**src/rtl/resp_router_pkg.sv**
```systemverilog
// Shared definitions for the response router: error-flag bit positions and a one-hot test.
// No logic state; combinational helpers only.
package resp_router_pkg;

    localparam int ERR_OVF     = 0;
    localparam int ERR_ORPHAN  = 1;
    localparam int ERR_ONEHOT  = 2;
    localparam int ERR_W       = 3;

    // Grant vectors up to this width are checked; narrower vectors are zero-extended by the caller.
    localparam int ONEHOT_MAXW = 32;

    function automatic logic is_onehot(input logic [ONEHOT_MAXW-1:0] v);
        int ones;
        ones = 0;
        for (int i = 0; i < ONEHOT_MAXW; i++) begin
            ones += int'(v[i]);
        end
        return (ones == 1);
    endfunction

endpackage

```
**src/rtl/tag_fifo.sv**
```systemverilog
// In-order tag store: DEPTH entries of WIDTH bits, pointer/count based, no bypass.
// Latency: a pushed entry is visible at head one cycle later. A push while full and a pop while empty are ignored.
module tag_fifo #(
    parameter int WIDTH = 2,
    parameter int DEPTH = 4
) (
    input  logic             clk,
    input  logic             resetn,
    input  logic             push,
    input  logic [WIDTH-1:0] push_dat,
    input  logic             pop,
    output logic             full,
    output logic             empty,
    output logic [WIDTH-1:0] head
);

    localparam int AW = $clog2(DEPTH);
    localparam logic [AW:0] FULL_CNT = (AW+1)'(DEPTH);

    logic [WIDTH-1:0] mem [DEPTH];
    logic [AW-1:0]    wr_ptr;
    logic [AW-1:0]    rd_ptr;
    logic [AW:0]      count;
    logic             push_ok;
    logic             pop_ok;

    // Full is decoded from the registered count only, so a same-cycle pop never frees a slot early.
    assign full    = (count == FULL_CNT);
    assign empty   = (count == '0);
    assign push_ok = push && !full;
    assign pop_ok  = pop && !empty;
    assign head    = empty ? '0 : mem[rd_ptr];

    always_ff @(posedge clk) begin
        if (push_ok) begin
            mem[wr_ptr] <= push_dat;
        end
    end

    always_ff @(posedge clk or negedge resetn) begin
        if (!resetn) begin
            wr_ptr <= '0;
            rd_ptr <= '0;
            count  <= '0;
        end else begin
            if (push_ok) begin
                wr_ptr <= wr_ptr + AW'(1);
            end
            if (pop_ok) begin
                rd_ptr <= rd_ptr + AW'(1);
            end
            case ({push_ok, pop_ok})
                2'b10:   count <= count + (AW+1)'(1);
                2'b01:   count <= count - (AW+1)'(1);
                default: count <= count;
            endcase
        end
    end

endmodule

```
**src/rtl/resp_router.sv**
```systemverilog
// Routes in-order downstream responses back to the requester whose grant issued the request.
// Latency: combinational from rsp_valid to out_valid; a tag is routable the cycle after its push. Stalls upstream when DEPTH tags are outstanding.
module resp_router
    import resp_router_pkg::*;
#(
    parameter int N     = 2,
    parameter int DEPTH = 4,
    parameter int NBITS = 32
) (
    input  logic             clk,
    input  logic             resetn,
    input  logic [N-1:0]     req_grant,
    input  logic             req_fire,
    output logic             req_stall,
    input  logic             rsp_valid,
    input  logic [NBITS-1:0] rsp_data,
    output logic             rsp_ready,
    output logic [N-1:0]     out_valid,
    output logic [NBITS-1:0] out_data,
    input  logic [N-1:0]     out_ready,
    output logic [ERR_W-1:0] err
);

    logic [N-1:0]     head;
    logic             fifo_full;
    logic             fifo_empty;
    logic             push;
    logic             pop;
    logic [ERR_W-1:0] err_q;

    tag_fifo #(
        .WIDTH (N),
        .DEPTH (DEPTH)
    ) u_tag_fifo (
        .clk      (clk),
        .resetn   (resetn),
        .push     (push),
        .push_dat (req_grant),
        .pop      (pop),
        .full     (fifo_full),
        .empty    (fifo_empty),
        .head     (head)
    );

    assign req_stall = fifo_full;
    assign push      = req_fire && !req_stall;

    // Head is all-zero when empty, so an orphan response never sees ready or a valid.
    assign out_valid = head & {N{rsp_valid}};
    assign out_data  = rsp_data;
    assign rsp_ready = |(head & out_ready);
    assign pop       = rsp_valid && rsp_ready;

    always_ff @(posedge clk or negedge resetn) begin
        if (!resetn) begin
            err_q <= '0;
        end else begin
            if (req_fire && req_stall) begin
                err_q[ERR_OVF] <= 1'b1;
            end
            if (rsp_valid && fifo_empty) begin
                err_q[ERR_ORPHAN] <= 1'b1;
            end
            if (req_fire && !is_onehot(ONEHOT_MAXW'(req_grant))) begin
                err_q[ERR_ONEHOT] <= 1'b1;
            end
        end
    end

    assign err = err_q;

endmodule
```
**config.mk**
```make
export PLATFORM = sky130hd
export DESIGN_NAME = resp_router
export DESIGN_NICKNAME = d
export VERILOG_FILES = /design/src/rtl/resp_router_pkg.sv /design/src/rtl/tag_fifo.sv /design/src/rtl/resp_router.sv
export SDC_FILE = /design/constraint.sdc
export NUM_CORES = 1
export LEC_CHECK = 0
export ABC_AREA = 1
export BUFFER_PORTS_ARGS = -buffer_cell sky130_fd_sc_hd__buf_2
export CORE_UTILIZATION = 45
export CTS_CLUSTER_SIZE = 24
export DETAILED_ROUTE_END_ITERATION = 12
export PLACE_DENSITY = 0.84
export SETUP_SLACK_MARGIN = 0.4
export SLEW_MARGIN = 15
export SYNTH_ARGS = -nofsm -noshare
export SYNTH_HDL_FRONTEND = slang
export SYNTH_HIERARCHICAL = 1
export SYNTH_SLANG_ARGS = --single-unit
```
**constraint.sdc**
```tcl
create_clock -name clk -period 5.95 [get_ports clk]
set_input_delay 0.2975 -clock clk [delete_from_list [all_inputs] [get_ports clk]]
set_output_delay 0.2975 -clock clk [all_outputs]
set_load 0.02 [all_outputs]
```
==> impl_results.md, run 1 <==
- Status: finished clean
- Synthesized Nets: 190
- Vias: 740
- Compound-Gate Fraction of Synth Area: 0.0442
- Worst Hold Class: in2reg
- Yosys reg bits: 18
- Gr usage total: 0.148
- Pins over their slew limit: 0
- Post-Route WL: 2010 µm
- Worst EP required: 6.13 ns
- Most frequent cells in the layout: nand2_1, inv_1, buf_2
- Starting Density: 0.489
- Deepest clock path buffer count: 2
- Core Region: 2540 µm²
- Syn. warnings: 6
- Cells after Synth: 144
- CP max FO: 7
- Maximum VDD drop: 0.000264 V
- Net count, final: 177
- Global route total overflow: 0
- Layout cell share with drive strength beyond 1: 0.254
- Min cycle time layout: 2.46 ns
- TNS Setup: 0 ns
- RePlAce Congestion: 0.773
- HPWL Detailed: 1690 µm
- DR pass1 iterations: 4
- Max_slew headroom: 0.788
- Antenna Diode Count: 0
- I/O pin cnt: 79
- DIE WIDTH: 54.6 µm
- Worst setup EP type: flip-flop
- P&R area growth vs syn: -8.34%
- Seq/Total Area, Yosys: 0.394
- Die Y: 54.6 µm
- Vias in the first global route: 713
- CTS Sinks: 18
- Cell variety after synth: 24
- Worst-Margin Slew: 0.317 ns
- CP Launch Type: flip-flop
- Drt via density: 4.63
- Critical path class: reg2reg
- Arrival time at the worst endpoint: 2.64 ns
- Unrepaired setup endpoints after global routing: false
- Avg Cell Area, Syn: 8.65 µm²
- Worst Skew: 0.00465 ns
- Synth Area in Adders: 0.0663
- Clock transition at path regs: 0.10 ns
- Num CTS Buffers: 3
- Xor/xnor share of the synthesized area: 0.0141
- Final number of setup-violating endpoints: 0
- Root buf cell: clkbuf_4
- Util after Layout: 0.448
- Post_cts resized: 0
- Initial antenna violation count: 0
- Die footprint: 2980 µm²
- Clock Latency Late Sink: 0.28 ns
- Largest family of logic cells by synthesized area: buffers and inverters
- Largest net degree at the start of global routing: 11
- Number of fill cells in the layout: 256
- Synth Area in Simple Gates: 0.187
- Final period util: 0.414
- Max-cap viol count: 0
- Multi-input gate area: 388 µm²
- Hold buffer count at cts: 1
- Syn Std Cell Area: 1240 µm²
- Row cnt: 18
- Multiplexer area fraction after synthesis: 0
- Power density over cell area: 467 nW/µm²
- Hold Vio Cnt, Final: 0
- First-pass GRT wire length: 3110 µm
- Wirelength per Cell: 12.5 µm
- Fmax: 0.406 GHz
- Commonest non-fill, non-tap cell in the layout: nand2_1
- Max H-tree Level: 1
- Final ANT Viol Nets: 0
- DR iter-0 viols: 8
- DR DRC count: 0
- Leak: 0.604 nW
- Register area: 490 µm²
- CTS tree: yes
- # Post-CTS Setup Buffers: 0
- IO Port Bufs: 14
[cell usage after synthesis, drive strengths merged]
cell type,instances,area [µm²]
a21oi,2,17.5
a21boi,1,7.51
buf,33,248
o21ai,2,13.8
nand2,30,130
dfrtp,10,250
nand3,11,72.6
a21o,2,16.3
inv,31,119
fa,1,20.0
nand4,1,6.26
edfxtp,8,240
nor2,5,23.8
ha,5,62.6
xnor2,2,17.5
[state kept, by name, indices dropped and copies added, names as in the netlist]
| register | flops |
|---|---|
| err | 3 |
| u_tag_fifo/count | 3 |
| u_tag_fifo/mem | 8 |
| u_tag_fifo/rd_ptr | 2 |
| u_tag_fifo/wr_ptr | 2 |
[area by class of cell]
class | instances | area share
flip-flops and latches | 18 | 0.430
multi-input cells | 62 | 0.340
inverters | 31 | 0.104
repair buffers | 15 | 0.0702
well taps | 30 | 0.0329
clock buffers | 4 | 0.0230
[layer usage]
layer,vias to the layer above,global-route usage,wire length (µm),share of wire
met4,0,0.107,74,0.037
met2,36,0.261,991,0.49
li1,373,-,-,-
met1,317,0.160,747,0.37
met3,14,0.0194,192,0.096
met5,-,0,0,0
[logic make-up after synthesis]
group / after synthesis
fa+ha+maj: 6
xor+xnor: 2
simple gates: 47
flops: 18
compound gates: 7
buf+inv: 64
[path summary, 6_finish.rpt]
path | startpoint | depth (start not counted) | slack (ns) | to
max reg2reg | u_tag_fifo/rd_ptr[0] | 15 | 3.49 | u_tag_fifo/count[2]
min | req_fire | 2 | 0.24 | err[0]
min in group asynchronous | resetn | 2 | 0.40 | err[2]
max | u_tag_fifo/rd_ptr[0] | 15 | 3.49 | u_tag_fifo/count[2]
max in group asynchronous | resetn | 2 | 5.34 | u_tag_fifo/rd_ptr[1]
min reg2reg | err[1] | 1 | 0.47 | err[1]
[power breakdown]
part	internal, mW	switching [mW]	total [mW]
Sequential	0.170	0.0348	0.205
Clock	0.0260	0.0345	0.0605
Combinational	0.100	0.167	0.267
[stage by stage]
step	std cells	hold WS (ns)	setup WS [ns]	power, mW	cell area [µm²]
after floorplan	144	0.00191	3.77	0.447	1240
after global placement	155	0.175	3.69	0.458	1100
final	160	0.244	3.49	0.533	1140
after detailed placement	155	0.182	3.53	0.477	1100
after CTS	160	0.238	3.50	0.538	1140
after global routing	160	0.246	3.26	0.583	1140
[worst max-delay path: stages (launching register included)]
cell and delay, ns:
dfrtp_1 0.49, inv_2 0.09, nand2_1 0.07, nand3_1 0.07
a21oi_2 0.16, nand2_1 0.08, a21boi_1 0.27, nand2_4 0.10
inv_1 0.07, ha_1 0.17, inv_1 0.08, fa_1 0.40
nand2_1 0.11, nand3_1 0.08, nand2_1 0.06, nand2_1 0.05
Power figures use the tool's default switching activity.
==> inputs of run 2 (changes only) <==
Settings changed: CORE_UTILIZATION 45 to 38, PLACE_DENSITY 0.84 to 0.76.
Clock period 5.95 ns to 2.1 ns, I/O delays scaled along.
==> run 2 against run 1 <==
The flow now finishes with violations (setup timing). Via count increased by 13%. Clock-buffer cell count decreased by 1. Critical path depth unchanged. Cell count increased by 20%. Final area increased by 25%. First-iteration DRC count increased to 3.4 times the previous value. Critical path type unchanged. Highest routed layer unchanged.
==> impl_results.md, run 2 (synthesized netlist as in run 1, its figures left out) <==
- Status: finished, violations left (was finished clean)
- Violated checks: setup timing
- Final number of setup-violating endpoints: 3 (was 0)
- Global route total overflow: 0 (unchanged)
- Top Layer Used: met4 (unchanged)
- Layout cell share with drive strength beyond 1: 0.514 (was 0.254)
- CP peak stage delay: 0.46 ns (was 0.49 ns)
- HPWL Detailed: 1520 µm (was 1690 µm)
- Cells along the critical path: inv_4 -> nand2_2 -> nand3_2 -> a21oi_2 -> nand2_2 -> a21boi_4 -> nand2_4 -> inv_4 -> ha_4 -> inv_4 -> fa_2 -> nand2_2 -> nand3_2 -> nand2_1 -> nand2_1 (was inv_2 -> nand2_1 -> nand3_1 -> a21oi_2 -> nand2_1 -> a21boi_1 -> nand2_4 -> inv_1 -> ha_1 -> inv_1 -> fa_1 -> nand2_1 -> nand3_1 -> nand2_1 -> nand2_1)
- Largest net degree at the start of global routing: 11 (unchanged)
- Clock transition at path regs: 0.10 ns (about the same)
- Vias in the first global route: 798 (was 713)
- DIE WIDTH: 59.2 µm (was 54.6 µm)
- Met3 wire length: 185 µm (was 192 µm)
- Worst Skew: 0.00550 ns (was 0.00465 ns)
- Fmax: 0.466 GHz (was 0.406 GHz)
- Arrival time at the worst endpoint: 2.34 ns (was 2.64 ns)
- DR pass1 iterations: 4 (unchanged)
- Worst Hold Class: in2reg (unchanged)
- Worst EP required: 2.30 ns (was 6.13 ns)
- CTS tree: yes (unchanged)
- Core Region: 3080 µm² (was 2540 µm²)
- Metal2 WL: 1110 µm (was 991 µm)
- Worst setup EP type: flip-flop (unchanged)
- CTS Sinks: 18 (unchanged)
- Net count, final: 195 (was 177)
- Clock power share: 0.088 (was 0.114)
- Switching Power: 842 µW (was 237 µW)
- PnR Total Power: 2.02 mW (was 533 µW)
- Initial antenna violation count: 0 (unchanged)
- Drt via density: 4.35 (was 4.63)
- Gr usage total: 0.129 (was 0.148)
- I/O pin cnt: 79 (unchanged)
- Final WS setup: -0.0459 ns (was 3.49 ns)
- Power density over cell area: 1420 nW/µm² (was 467 nW/µm²)
- Comb power frac: 0.624 (was 0.501)
- DR DRC count: 0 (unchanged)
- Metal-1 WL: 839 µm (was 747 µm)
- Leak: 0.714 nW (was 0.604 nW)
- Die footprint: 3510 µm² (was 2980 µm²)
- Unrepaired setup endpoints after global routing: true (was false)
- Antenna Diode Count: 0 (unchanged)
- Worst-Margin Slew: 0.258 ns (was 0.317 ns)
- P&R area growth vs syn: 14.4% (was -8.34%)
- Register area: 492 µm² (was 490 µm²)
- Pins over their slew limit: 0 (unchanged)
- Wirelength per Cell: 11.3 µm (was 12.5 µm)
- Maximum VDD drop: 0.000504 V (was 0.000264 V)
- Sw frac: 0.417 (was 0.444)
- Die Y: 59.2 µm (was 54.6 µm)
- Flip-flop count of the largest register after layout: 8 (unchanged)
- Worst Setup Slack post-DPL: -0.0526 ns (was 3.53 ns)
- Row cnt: 20 (was 18)
- DR iter-0 viols: 27 (was 8)
- Top delay family on crit path: simple AND/OR/NAND/NOR gates (unchanged)
- Cell Int Power: 1.18 mW (was 296 µW)
- Max-cap viol count: 0 (unchanged)
- Num CTS Buffers: 3 (unchanged)
- Final ANT Viol Nets: 0 (unchanged)
- Root buf cell: clkbuf_4 (unchanged)
- Clock Latency Late Sink: 0.30 ns (was 0.28 ns)
- Deepest clock path buffer count: 2 (unchanged)
- Max_slew headroom: 0.828 (was 0.788)
- CP Launch Type: flip-flop (unchanged)
- CP max FO: 6 (was 7)
- Seq pwr share: 0.288 (was 0.385)
- Final period util: 1.02 (was 0.414)
- Critical path class: reg2reg (unchanged)
- Commonest non-fill, non-tap cell in the layout: inv_1 (was nand2_1)
- Min cycle time layout: 2.15 ns (was 2.46 ns)
- Largest Register: u_tag_fifo/mem (unchanged)
- IO Port Bufs: 14 (unchanged)
- Multi-input gate area: 479 µm² (was 388 µm²)
- Hold Vio Cnt, Final: 0 (unchanged)
- CP bufs+invs: 3 (unchanged)
- Starting Density: 0.404 (was 0.489)
- Vias: 835 (was 740)
- Post-Route WL: 2170 µm (was 2010 µm)
- Slowest stage cell, crit path: dfrtp_2 (was dfrtp_1)
- Max H-tree Level: 1 (unchanged)
- Most frequent cells in the layout: inv_1, nand2_1, buf_4 (was nand2_1, inv_1, buf_2)
- Number of fill cells in the layout: 305 (was 256)
- First-pass GRT wire length: 3360 µm (was 3110 µm)
- RePlAce Congestion: 0.828 (was 0.773)
## run 2: routing by layer
metal / up-vias / GRT usage
li1: 415 / -
met1: 377 / 0.144
met2: 37 / 0.226
met3: 6 / 0.0437
met4: 0 / 0.0476
met5: - / 0
## run 2: cell type report
type	count	share of cell area
clock buffer	3	0.0158
clock inverter	1	0.00264
inverter	31	0.0888
multi-input combinational	62	0.337
sequential	18	0.345
tap	44	0.0387
timing repair buffer	33	0.172
## run 2: metrics by stage
| step | utilization | instance area [µm²] | TNS, ns | hold slack, ns | std cells |
|---|---|---|---|---|---|
| after floorplan | - | 1270 | 0 | -0.191 | 144 |
| after global placement | 0.384 | 1180 | 0 | -0.0125 | 174 |
| after detailed placement | 0.384 | 1180 | -0.0626 | -0.00147 | 174 |
| after CTS | 0.424 | 1310 | 0 | 0.0200 | 189 |
| after global routing | 0.463 | 1420 | -0.431 | 0.0365 | 192 |
| final | 0.463 | 1420 | -0.0925 | 0.0272 | 192 |
## run 2: power by group through the flow
stage / clock (mW) / combinational, mW / sequential, mW
4_1_cts: 0.190 / 1.03 / 0.573
2_1_floorplan: 0 / 0.743 / 0.572
3_3_place_gp: 0 / 0.842 / 0.577
5_1_grt: 0.199 / 1.40 / 0.592
6_report: 0.178 / 1.26 / 0.581
3_5_place_dp: 0 / 0.857 / 0.580
## run 2: repair_timing
item                                    in CTS  in global routing
gates resized for setup                      5                 29
endpoints found under the setup margin       7                 10
pin swaps                                    5                 14
endpoints found under the hold margin       10                  0
setup buffers                               10                  3
hold buffers                                 1                  0
## run 2: final timing paths
path                                      startpoint              endpoint  slack (ns)  cells past startpoint
worst max-delay path            u_tag_fifo/rd_ptr[0]   u_tag_fifo/count[2]       -0.05                     15
max in group asynchronous                     resetn  u_tag_fifo/rd_ptr[0]        1.68                      2
worst max register to register  u_tag_fifo/rd_ptr[0]   u_tag_fifo/count[2]       -0.05                     15
worst min-delay path                        req_fire                err[0]        0.03                      2
min in group asynchronous                     resetn                err[0]        0.19                      2
worst min register to register                err[0]                err[0]        0.46                      1
